**src/rtl/pwm_pkg.sv**
```systemverilog
// pwm_pkg: shared constants, FSM state type and index stepping helper for
// the PWM configuration controller.
//   F_IDX_MAX / D_IDX_MAX : upper limits of the frequency and duty indices
//   IDX_W                 : width of every index register
//   pwm_state_t           : controller FSM states
//   step_idx()            : saturating +/-1 step of an index
package pwm_pkg;

  localparam int F_IDX_MAX = 8;
  localparam int D_IDX_MAX = 10;
  localparam int IDX_W     = 4;

  typedef enum logic [1:0] {
    IDLE      = 2'd0,
    WAIT_EDGE = 2'd1,
    APPLY     = 2'd2,
    RAMP      = 2'd3
  } pwm_state_t;

  // Up and down together cancel; limits hold the value instead of wrapping.
  function automatic logic [IDX_W-1:0] step_idx(
    input logic [IDX_W-1:0] cur,
    input logic             up,
    input logic             dn,
    input logic [IDX_W-1:0] max_v
  );
    logic [IDX_W-1:0] res;
    res = cur;
    if (up && !dn && (cur != max_v)) res = cur + IDX_W'(1);
    else if (dn && !up && (cur != '0)) res = cur - IDX_W'(1);
    return res;
  endfunction

endpackage

```
**src/rtl/btn_debounce.sv**
```systemverilog
// btn_debounce: 2-flop synchronizer plus level debouncer for one raw button.
//   clk, rst : system clock, synchronous active-high reset
//   btn      : raw asynchronous button level
//   press    : one-cycle pulse when the button has been accepted as pressed
// A new level is accepted once the synchronized input has differed from the
// accepted level for DEB_CYCLES consecutive cycles; only a low->high
// acceptance emits a pulse, so the button must be seen stable low again
// before the next press can fire.
module btn_debounce #(
  parameter int DEB_CYCLES = 100000
) (
  input  logic clk,
  input  logic rst,
  input  logic btn,
  output logic press
);

  localparam int CW = $clog2(DEB_CYCLES + 1);

  logic          sync_1;
  logic          sync_2;
  logic          level;
  logic [CW-1:0] cnt;

  always_ff @(posedge clk) begin
    if (rst) begin
      sync_1 <= 1'b0;
      sync_2 <= 1'b0;
      level  <= 1'b0;
      cnt    <= '0;
      press  <= 1'b0;
    end else begin
      sync_1 <= btn;
      sync_2 <= sync_1;
      press  <= 1'b0;
      if (sync_2 == level) begin
        cnt <= '0;
      end else if (cnt == CW'(DEB_CYCLES - 1)) begin
        level <= sync_2;
        cnt   <= '0;
        press <= sync_2;
      end else begin
        cnt <= cnt + CW'(1);
      end
    end
  end

endmodule

```
**src/rtl/pwm_config_ctrl.sv**
```systemverilog
// pwm_config_ctrl: turns four debounced buttons into frequency/duty indices
// for a PWM divider, changing the applied values only at period boundaries.
//   clk, rst              : system clock, synchronous active-high reset
//   btn_f_up / btn_f_dn   : raw buttons stepping the frequency target tf
//   btn_d_up / btn_d_dn   : raw buttons stepping the duty target td
//   period_end            : one-cycle strobe from the divider at a period end
//   bf, bc                : applied frequency (0..8) and duty (0..10) indices
//   busy                  : high whenever the FSM is not IDLE
//   dbg_state             : current FSM state, for observation only
// Strobe semantics: period_end and the internal press pulses are single-cycle
// strobes with no back-pressure; a strobe is consumed in the cycle it is seen
// or ignored (period_end in IDLE is ignored).
// Build option: define PWM_SOFT_START_EN to ramp bc from 0 up to td after
// every frequency change and after the first apply following reset.
module pwm_config_ctrl
  import pwm_pkg::*;
#(
  parameter int DEB_CYCLES   = 100000,
  parameter int RAMP_PERIODS = 16
) (
  input  logic             clk,
  input  logic             rst,
  input  logic             btn_f_up,
  input  logic             btn_f_dn,
  input  logic             btn_d_up,
  input  logic             btn_d_dn,
  input  logic             period_end,
  output logic [IDX_W-1:0] bf,
  output logic [IDX_W-1:0] bc,
  output logic             busy,
  output pwm_state_t       dbg_state
);

`ifdef PWM_SOFT_START_EN
  localparam bit SOFT_START = 1'b1;
`else
  localparam bit SOFT_START = 1'b0;
`endif

  localparam int RC_W = $clog2(RAMP_PERIODS + 1);

  logic p_fu, p_fd, p_du, p_dd;

  btn_debounce #(.DEB_CYCLES(DEB_CYCLES)) u_deb_fu (.clk(clk), .rst(rst), .btn(btn_f_up), .press(p_fu));
  btn_debounce #(.DEB_CYCLES(DEB_CYCLES)) u_deb_fd (.clk(clk), .rst(rst), .btn(btn_f_dn), .press(p_fd));
  btn_debounce #(.DEB_CYCLES(DEB_CYCLES)) u_deb_du (.clk(clk), .rst(rst), .btn(btn_d_up), .press(p_du));
  btn_debounce #(.DEB_CYCLES(DEB_CYCLES)) u_deb_dd (.clk(clk), .rst(rst), .btn(btn_d_dn), .press(p_dd));

  // Targets follow presses in every state, so presses during WAIT_EDGE are
  // merged into the single upcoming APPLY.
  logic [IDX_W-1:0] tf, td;

  always_ff @(posedge clk) begin
    if (rst) begin
      tf <= '0;
      td <= '0;
    end else begin
      tf <= step_idx(tf, p_fu, p_fd, IDX_W'(F_IDX_MAX));
      td <= step_idx(td, p_du, p_dd, IDX_W'(D_IDX_MAX));
    end
  end

  pwm_state_t       state_q, state_d;
  logic [IDX_W-1:0] bf_d, bc_d;
  logic [RC_W-1:0]  ramp_cnt, ramp_cnt_d;
  logic             first_q, first_d;  // no APPLY seen since reset

  always_ff @(posedge clk) begin
    if (rst) begin
      state_q  <= IDLE;
      bf       <= '0;
      bc       <= '0;
      ramp_cnt <= '0;
      first_q  <= 1'b1;
    end else begin
      state_q  <= state_d;
      bf       <= bf_d;
      bc       <= bc_d;
      ramp_cnt <= ramp_cnt_d;
      first_q  <= first_d;
    end
  end

  always_comb begin
    state_d    = state_q;
    bf_d       = bf;
    bc_d       = bc;
    ramp_cnt_d = ramp_cnt;
    first_d    = first_q;
    case (state_q)
      IDLE: begin
        if ((tf != bf) || (td != bc)) state_d = WAIT_EDGE;
      end
      WAIT_EDGE: begin
        if (period_end) state_d = APPLY;
      end
      APPLY: begin
        bf_d    = tf;
        first_d = 1'b0;
        if (SOFT_START && ((tf != bf) || first_q)) begin
          bc_d       = '0;
          ramp_cnt_d = '0;
          state_d    = RAMP;
        end else begin
          bc_d    = td;
          state_d = IDLE;
        end
      end
      RAMP: begin
        if (bc == td) begin
          state_d = IDLE;
        end else if (period_end) begin
          if (ramp_cnt == RC_W'(RAMP_PERIODS - 1)) begin
            ramp_cnt_d = '0;
            // A td that dropped below bc during the ramp is taken directly.
            bc_d = (bc > td) ? td : bc + IDX_W'(1);
            if (bc_d == td) state_d = IDLE;
          end else begin
            ramp_cnt_d = ramp_cnt + RC_W'(1);
          end
        end
      end
      default: state_d = IDLE;
    endcase
  end

  assign busy      = (state_q != IDLE);
  assign dbg_state = state_q;

endmodule

```
**config.mk**
```make
export PLATFORM = sky130hd
export DESIGN_NAME = pwm_config_ctrl
export DESIGN_NICKNAME = d
export VERILOG_FILES = /design/src/rtl/pwm_pkg.sv /design/src/rtl/btn_debounce.sv /design/src/rtl/pwm_config_ctrl.sv
export SDC_FILE = /design/constraint.sdc
export NUM_CORES = 1
export LEC_CHECK = 0
export CAP_MARGIN = 30
export CORE_MARGIN = 3
export CORE_UTILIZATION = 32
export CTS_CLUSTER_SIZE = 28
export DETAILED_ROUTE_END_ITERATION = 8
export MAX_ROUTING_LAYER = met4
export SLEW_MARGIN = 20
export SYNTH_ARGS = -nofsm -noshare
export SYNTH_HDL_FRONTEND = slang
export SYNTH_SLANG_ARGS = --single-unit
```
**constraint.sdc**
```tcl
create_clock -name clk -period 5.55 [get_ports clk]
set_input_delay 0.555 -clock clk [delete_from_list [all_inputs] [get_ports clk]]
set_output_delay 0.555 -clock clk [all_outputs]
set_load 0.01 [all_outputs]
```
# [Word level (Yosys, flattened, before mapping)]
# Cells that the tools add are included.
[totals] inputBits=7 regBits=107 elab_cells=124
[op_classes] mux=17 n_bitwise=9 n_eq_ne=26 reduce_logical=35 n_addsub=10 order_cmp=1
[op_table] op="17-bit by 1-bit adder with 17-bit output (second input constant)" n=4
[op_table] op="17-bit == test (second input constant)" n=4
[op_table] op="4-bit 2-to-1 mux" n=8
[op_table] op="3-bit OR reduction" n=8
[op_table] op="4-bit by 1-bit adder with 4-bit output (second input constant)" n=3
[op_table] op="2-bit 2-to-1 mux" n=6
[op_table] op="2-bit inequality test (second input constant)" n=5
[op_table] op="3-bit inequality test (second input constant)" n=3
[op_table] op="1-bit NOT" n=9
[op_table] op="4-bit == test" n=2
[op_table] op="1-bit logical AND" n=8
[op_table] op="4-bit inequality test" n=2
[op_table] op="4-bit inequality test (second input constant)" n=2
[op_table] op="2-bit one-hot mux with 4 select lines" n=1
[op_table] op="4-bit one-hot mux with 2 select lines" n=1
[op_table] op="2-bit AND reduction" n=4
[op_table] op="2-bit nonzero test" n=4
[op_table] op="4-bit nonzero test" n=2
[op_table] op="4-bit by 1-bit subtractor with 4-bit output (second input constant)" n=2
[op_table] op="5-bit by 1-bit adder with 5-bit output (second input constant)" n=1
[op_table] op="5-bit by 4-bit == test with 1-bit output (second input constant)" n=1
[op_table] op="5-bit 2-to-1 mux" n=1
[op_table] op="5-bit AND reduction" n=1
[op_table] op="1-bit == test" n=4
[op_table] op="other kinds (8)" n=12

# [Logic depth before layout (Yosys ltp)]
[logic_depth] depth_word=8 depth_mapped=9 depth_no_buf=8

# [By module]
# A second synthesis with hierarchy kept.
[unflattened] cells_unflattened=546 area_unflattened_um2=5213.8
[by_module_without_submodules] module="btn_debounce" instances=4 cells_per_inst=93 seq_area_each_um2=420.4 area_each_um2=923.4
[by_module_without_submodules] module="pwm_config_ctrl" instances=1 cells_per_inst=174 seq_area_each_um2=460.4 area_each_um2=1520.2

# [Worst setup path after synthesis]
# Ideal clock, no wire load.
[synth_timing] kind="flip-flop to flip-flop" from="register td[1]" to="register td[3]" t_arrival_ns=2.108 path_stages_with_launch=9 required_time_ns=5.429 period_less_slack_ns=2.228 setup_slack_ns=3.322 n_path_buf=0 setup_time_ns=0.121 cell_sequence="dfxtp_1 -> nand2_1 -> o311ai_2 -> ha_1 -> a21o_1 -> a21oi_1 -> xnor2_1 -> nor2b_1 -> mux2_2"
[synth_between] elab_chain_len=3 word_cells_on_any_way=9 classes_between="2 x add/sub; 1 x eq/ne; 2 x mux; 4 x reduce/logical"
[synth_rtl] item="start: declaration" line="pwm_config_ctrl.sv:51" rtl="logic [IDX_W-1:0] tf, td;"
[synth_rtl] item="start signal: assignment" line="pwm_config_ctrl.sv:59" rtl="td <= step_idx(td, p_du, p_dd, IDX_W'(D_IDX_MAX));"
[synth_rtl] item="4-bit by 1-bit subtractor with 4-bit output, or another cell as far along" line="pwm_pkg.sv:30" rtl="else if (dn && !up && (cur != '0)) res = cur - IDX_W'(1);"
[synth_rtl] item="4-bit 2-to-1 mux, or another cell as far along" line="pwm_pkg.sv:30"
[synth_rtl] item="4-bit 2-to-1 mux / 2-bit nonzero test (equally long branches)"
# Parallel ways exist; a longest one is shown, timed or not. The select of a mux whose other input is x is not followed.
# A chain may end at the register's enable or synchronous reset.

# [Worst setup path in the final report]
# Same ends and word-level chain as after synthesis.

==> impl_summary.log <==
[metrics] detailed-router iteration count before antenna repair: 4
[metrics] post-layout net count: 582
[metrics] number of enable-type register cells in the synthesized netlist: 0
[metrics] share of the clock period used by the worst path: 44.0%
[metrics] horizontal die dimension: 131 microns
[metrics] met2 routing resource usage after global routing: between 10% and 20%
[metrics] die height: about 130 microns
[metrics] Total GRT Usage: 11.6%
[metrics] antenna diode count: 0
[metrics] clk slew on worst S/H paths: approximately 0.070 ns
[metrics] worst flop-to-flop path endpoint: td[3]$_SDFFE_PP0P_
[metrics] Register-to-Register Path Depth: 8
[metrics] leading area contributor after synthesis: sky130_fd_sc_hd__dfxtp_1
[metrics] Maximum Capacitance Violations: 0
[metrics] post-detailed-route via-to-cell ratio: 4.95
[metrics] total wire length after detailed routing: 8880 microns
[metrics] Slew @ Worst Pin: 0.774 ns
[metrics] wire length per cell: 11.9 microns
[metrics] area fraction of the dominant cell type after synthesis: 43.1%
[metrics] share of post-route cells with drive strength above 1: 5.85%
[metrics] H-tree level count: 3
[metrics] Fin Setup TNS: 0 ns
[metrics] count of standard-cell rows: 44
[metrics] met3 track demand over resource: 3.41%
[metrics] Final Non-Filler Cells: 748
[metrics] routed vias: 3701
[metrics] count of routing violations after the opening detailed-route iteration: 155
[metrics] first-pass GRT wire length: approximately 16000 microns
[metrics] type of the worst setup path: register to register
[metrics] fraction of the yosys area taken by sequential cells: approximately 43%
[metrics] core area: 14900 sq um
[metrics] postcts setup bufs: 0
[metrics] worst skew pair latency: 0.35 ns
[metrics] class of the most critical hold timing path: register to register
[metrics] final clock skew: 0.00734 ns
[metrics] Hold Buf Count CTS: 0
[metrics] maximum number of pins on one net before global-route repair: 46
[metrics] share of the core filled with cells in the final layout: 37.6%
[metrics] final setup fails: 0
[metrics] post-layout minimum cycle time: ~2.4 ns
[metrics] average cell area after synthesis: 9.13 sq um
[metrics] share of async-settable or async-resettable flops after synthesis: 0%
[metrics] most frequent cells in the layout: sky130_fd_sc_hd__dfxtp_1, sky130_fd_sc_hd__nor2_1, sky130_fd_sc_hd__xnor2_1
[metrics] maximum clock path buffer count: 2
[metrics] die area: 17100 sq um
[metrics] synthesis-to-layout area growth: 12.5%
[metrics] worst r2r src: td[1]$_SDFFE_PP0P_
[metrics] Hold Path Origin: u_deb_du.sync_1$_SDFF_PP0_
[metrics] number of port buffers: 17
[metrics] Critical Path End Type: register
[metrics] met1 Resource Use GR: 14.0%
[metrics] number of sinks on the clock net: 107
[metrics] total DRC errors in the routed layout: 0
[metrics] post-detailed-placement half-perimeter wirelength: between 6000 and 7000 microns
[metrics] instance count after placement with tap cells included: 732
[metrics] VDD IR max: 0.154 mV
[metrics] hold-critical path depth: 1
[metrics] number of global-route vias before repair: 3535
[metrics] setup slack on the worst flop-to-flop path: approximately 3.1 ns
[metrics] area of the mapped netlist: 4970 sq um
[metrics] data arrival time of the worst path: 2.68 ns
[metrics] CTS-repair resized insts: 0
[metrics] worst hold path endpoint: u_deb_du.sync_2$_SDFF_PP0_
[metrics] hold violation count in the final report: 0
[metrics] Routed Antenna Nets: 0
[metrics] Yosys Warn Count: 0
[metrics] worst hold slack after final layout: 0.439 ns
[metrics] Final Wtd Congestion: 0.792
[metrics] GR Overflow Total: 0
[metrics] number of nets in the synthesized netlist: 568
[metrics] power density of the placed cells: 261 nW/um^2
[metrics] number of pins exceeding their max-slew limit in the final report: 0
[metrics] highest achievable clock rate: around 400 MHz
[metrics] clock tree from TritonCTS: built
[metrics] Max-slew headroom: 48.4%
[metrics] initial cell density of the core: between 30% and 40%
[metrics] RSZ-0062 raised after global routing: false
[metrics] top post-synthesis cells by area: sky130_fd_sc_hd__dfxtp_1, sky130_fd_sc_hd__nor2_1, sky130_fd_sc_hd__xnor2_1
[metrics] peak-usage layer in the global routing report: met2
[metrics] CTS root buf: sky130_fd_sc_hd__clkbuf_16
[metrics] outcome: finished, final reports clean
[metrics] Worst Path Max Fanout: 7
[metrics] number of distinct library cells after synthesis: 61
[metrics] flops & latches, synth: 107
[metrics] element type at the critical path start: register
[metrics] TritonCTS buffer count: 9
[metrics] num ports: 18
[metrics] Main synth FF type: sky130_fd_sc_hd__dfxtp_1
[metrics] most common cell after layout, fill and taps aside: sky130_fd_sc_hd__dfxtp_1
[metrics] required time at the endpoint of the critical path: roughly 5.8 ns
[metrics] standby leakage power: 1.92 nW
[metrics] number of antenna violations at the first check in global routing: 0
[metrics] Mapped Cells: about 550
## layout make-up
cell class,count,area [sq um]
Clock inverter,3,45.0
Fill cell,1492,9270
Multi-Input combinational cell,409,2690
Inverter,15,56.3
Clock buffer,13,270
Tap cell,184,230
Timing Repair Buffer,17,165
Sequential cell,107,2140
## metal layers
layer	up-vias	share of wire [%]
li1	1889	-
met3	11	2.7
met2	28	48
met1	1773	47
met5	-	0
met4	0	2.2
## registers in the layout (all words and copies together) (netlist names), 2 cells and up
| name | cells |
|---|---|
| dbg_state | 2 |
| td | 4 |
| tf | 4 |
| u_deb_du.cnt | 17 |
| bc | 4 |
| u_deb_dd.cnt | 17 |
| ramp_cnt | 5 |
| u_deb_fd.cnt | 17 |
| bf | 4 |
| u_deb_fu.cnt | 17 |
## synth_stat cells, types with 2 or more instances
master                        n
sky130_fd_sc_hd__nor4b_1      3
sky130_fd_sc_hd__xnor2_1     44
sky130_fd_sc_hd__a31oi_1      2
sky130_fd_sc_hd__buf_2        4
sky130_fd_sc_hd__nand3_1     27
sky130_fd_sc_hd__a21oi_1      5
sky130_fd_sc_hd__nor2b_1     17
sky130_fd_sc_hd__xor2_1      36
sky130_fd_sc_hd__a211oi_1     4
sky130_fd_sc_hd__clkbuf_1     6
sky130_fd_sc_hd__a31o_2       4
sky130_fd_sc_hd__and3_1      17
sky130_fd_sc_hd__fa_1         2
sky130_fd_sc_hd__o21ai_0      3
sky130_fd_sc_hd__a41oi_1      2
sky130_fd_sc_hd__or3_1        2
sky130_fd_sc_hd__and3_2       2
sky130_fd_sc_hd__nor3_1      12
sky130_fd_sc_hd__nand4_1     13
sky130_fd_sc_hd__and4_1       6
sky130_fd_sc_hd__nand2b_1     9
sky130_fd_sc_hd__a2bb2oi_1    2
sky130_fd_sc_hd__a21o_1       3
sky130_fd_sc_hd__nand4_2      2
sky130_fd_sc_hd__nor2_1     104
sky130_fd_sc_hd__dfxtp_1    107
sky130_fd_sc_hd__inv_1       15
sky130_fd_sc_hd__buf_6        2
sky130_fd_sc_hd__nor4_1       4
sky130_fd_sc_hd__and2_1       2
sky130_fd_sc_hd__ha_1        14
sky130_fd_sc_hd__mux2i_1     14
sky130_fd_sc_hd__nand2_1     28
## worst max path at each step
stage / from / endpoint / slack, ns / cells after the start
6_report: td[1]$_SDFFE_PP0P_ / td[3]$_SDFFE_PP0P_ / 3.11 / 8
3_5_place_dp: td[1]$_SDFFE_PP0P_ / td[3]$_SDFFE_PP0P_ / 3.09 / 8
5_1_grt: td[1]$_SDFFE_PP0P_ / td[3]$_SDFFE_PP0P_ / 2.97 / 8
3_3_place_gp: td[1]$_SDFFE_PP0P_ / td[3]$_SDFFE_PP0P_ / 3.21 / 8
4_1_cts: td[1]$_SDFFE_PP0P_ / td[3]$_SDFFE_PP0P_ / 3.09 / 8
2_1_floorplan: td[1]$_SDFFE_PP0P_ / td[3]$_SDFFE_PP0P_ / 3.32 / 8
## logic make-up after synthesis
kind of cell	count (synthesis)	synth area share (%)
buf+inv	29	2.94
xor+xnor	80	14.1
fa+ha+maj	16	4.33
mux	15	3.04
simple gates	260	26.6
flops	107	43.1
compound gates	38	5.89
## critical path, stage by stage, from the launching register on
cell,delay (ns)
sky130_fd_sc_hd__dfxtp_1,0.48
sky130_fd_sc_hd__nand2_1,0.14
sky130_fd_sc_hd__o311ai_2,0.44
sky130_fd_sc_hd__ha_1,0.32
sky130_fd_sc_hd__a21o_1,0.17
sky130_fd_sc_hd__a21oi_1,0.17
sky130_fd_sc_hd__xnor2_1,0.13
sky130_fd_sc_hd__nor2b_1,0.15
sky130_fd_sc_hd__mux2_2,0.34
## power by group
| group | switching, mW | internal (mW) |
|---|---|---|
| clock network | 0.279 | 0.387 |
| registers | 0.00229 | 0.771 |
| logic | 0.0111 | 0.00757 |
## through the flow
stage | power (mW) | setup slack, ns | instance area (sq um)
finish | 1.46 | 3.11 | 5590
global placement | 0.810 | 3.21 | 5280
floorplan | 0.804 | 3.32 | 4970
CTS | 1.48 | 3.09 | 5590
global route | 1.52 | 2.97 | 5590
detailed placement | 0.810 | 3.09 | 5280
Note: power is estimated with default switching activity, not from simulation.
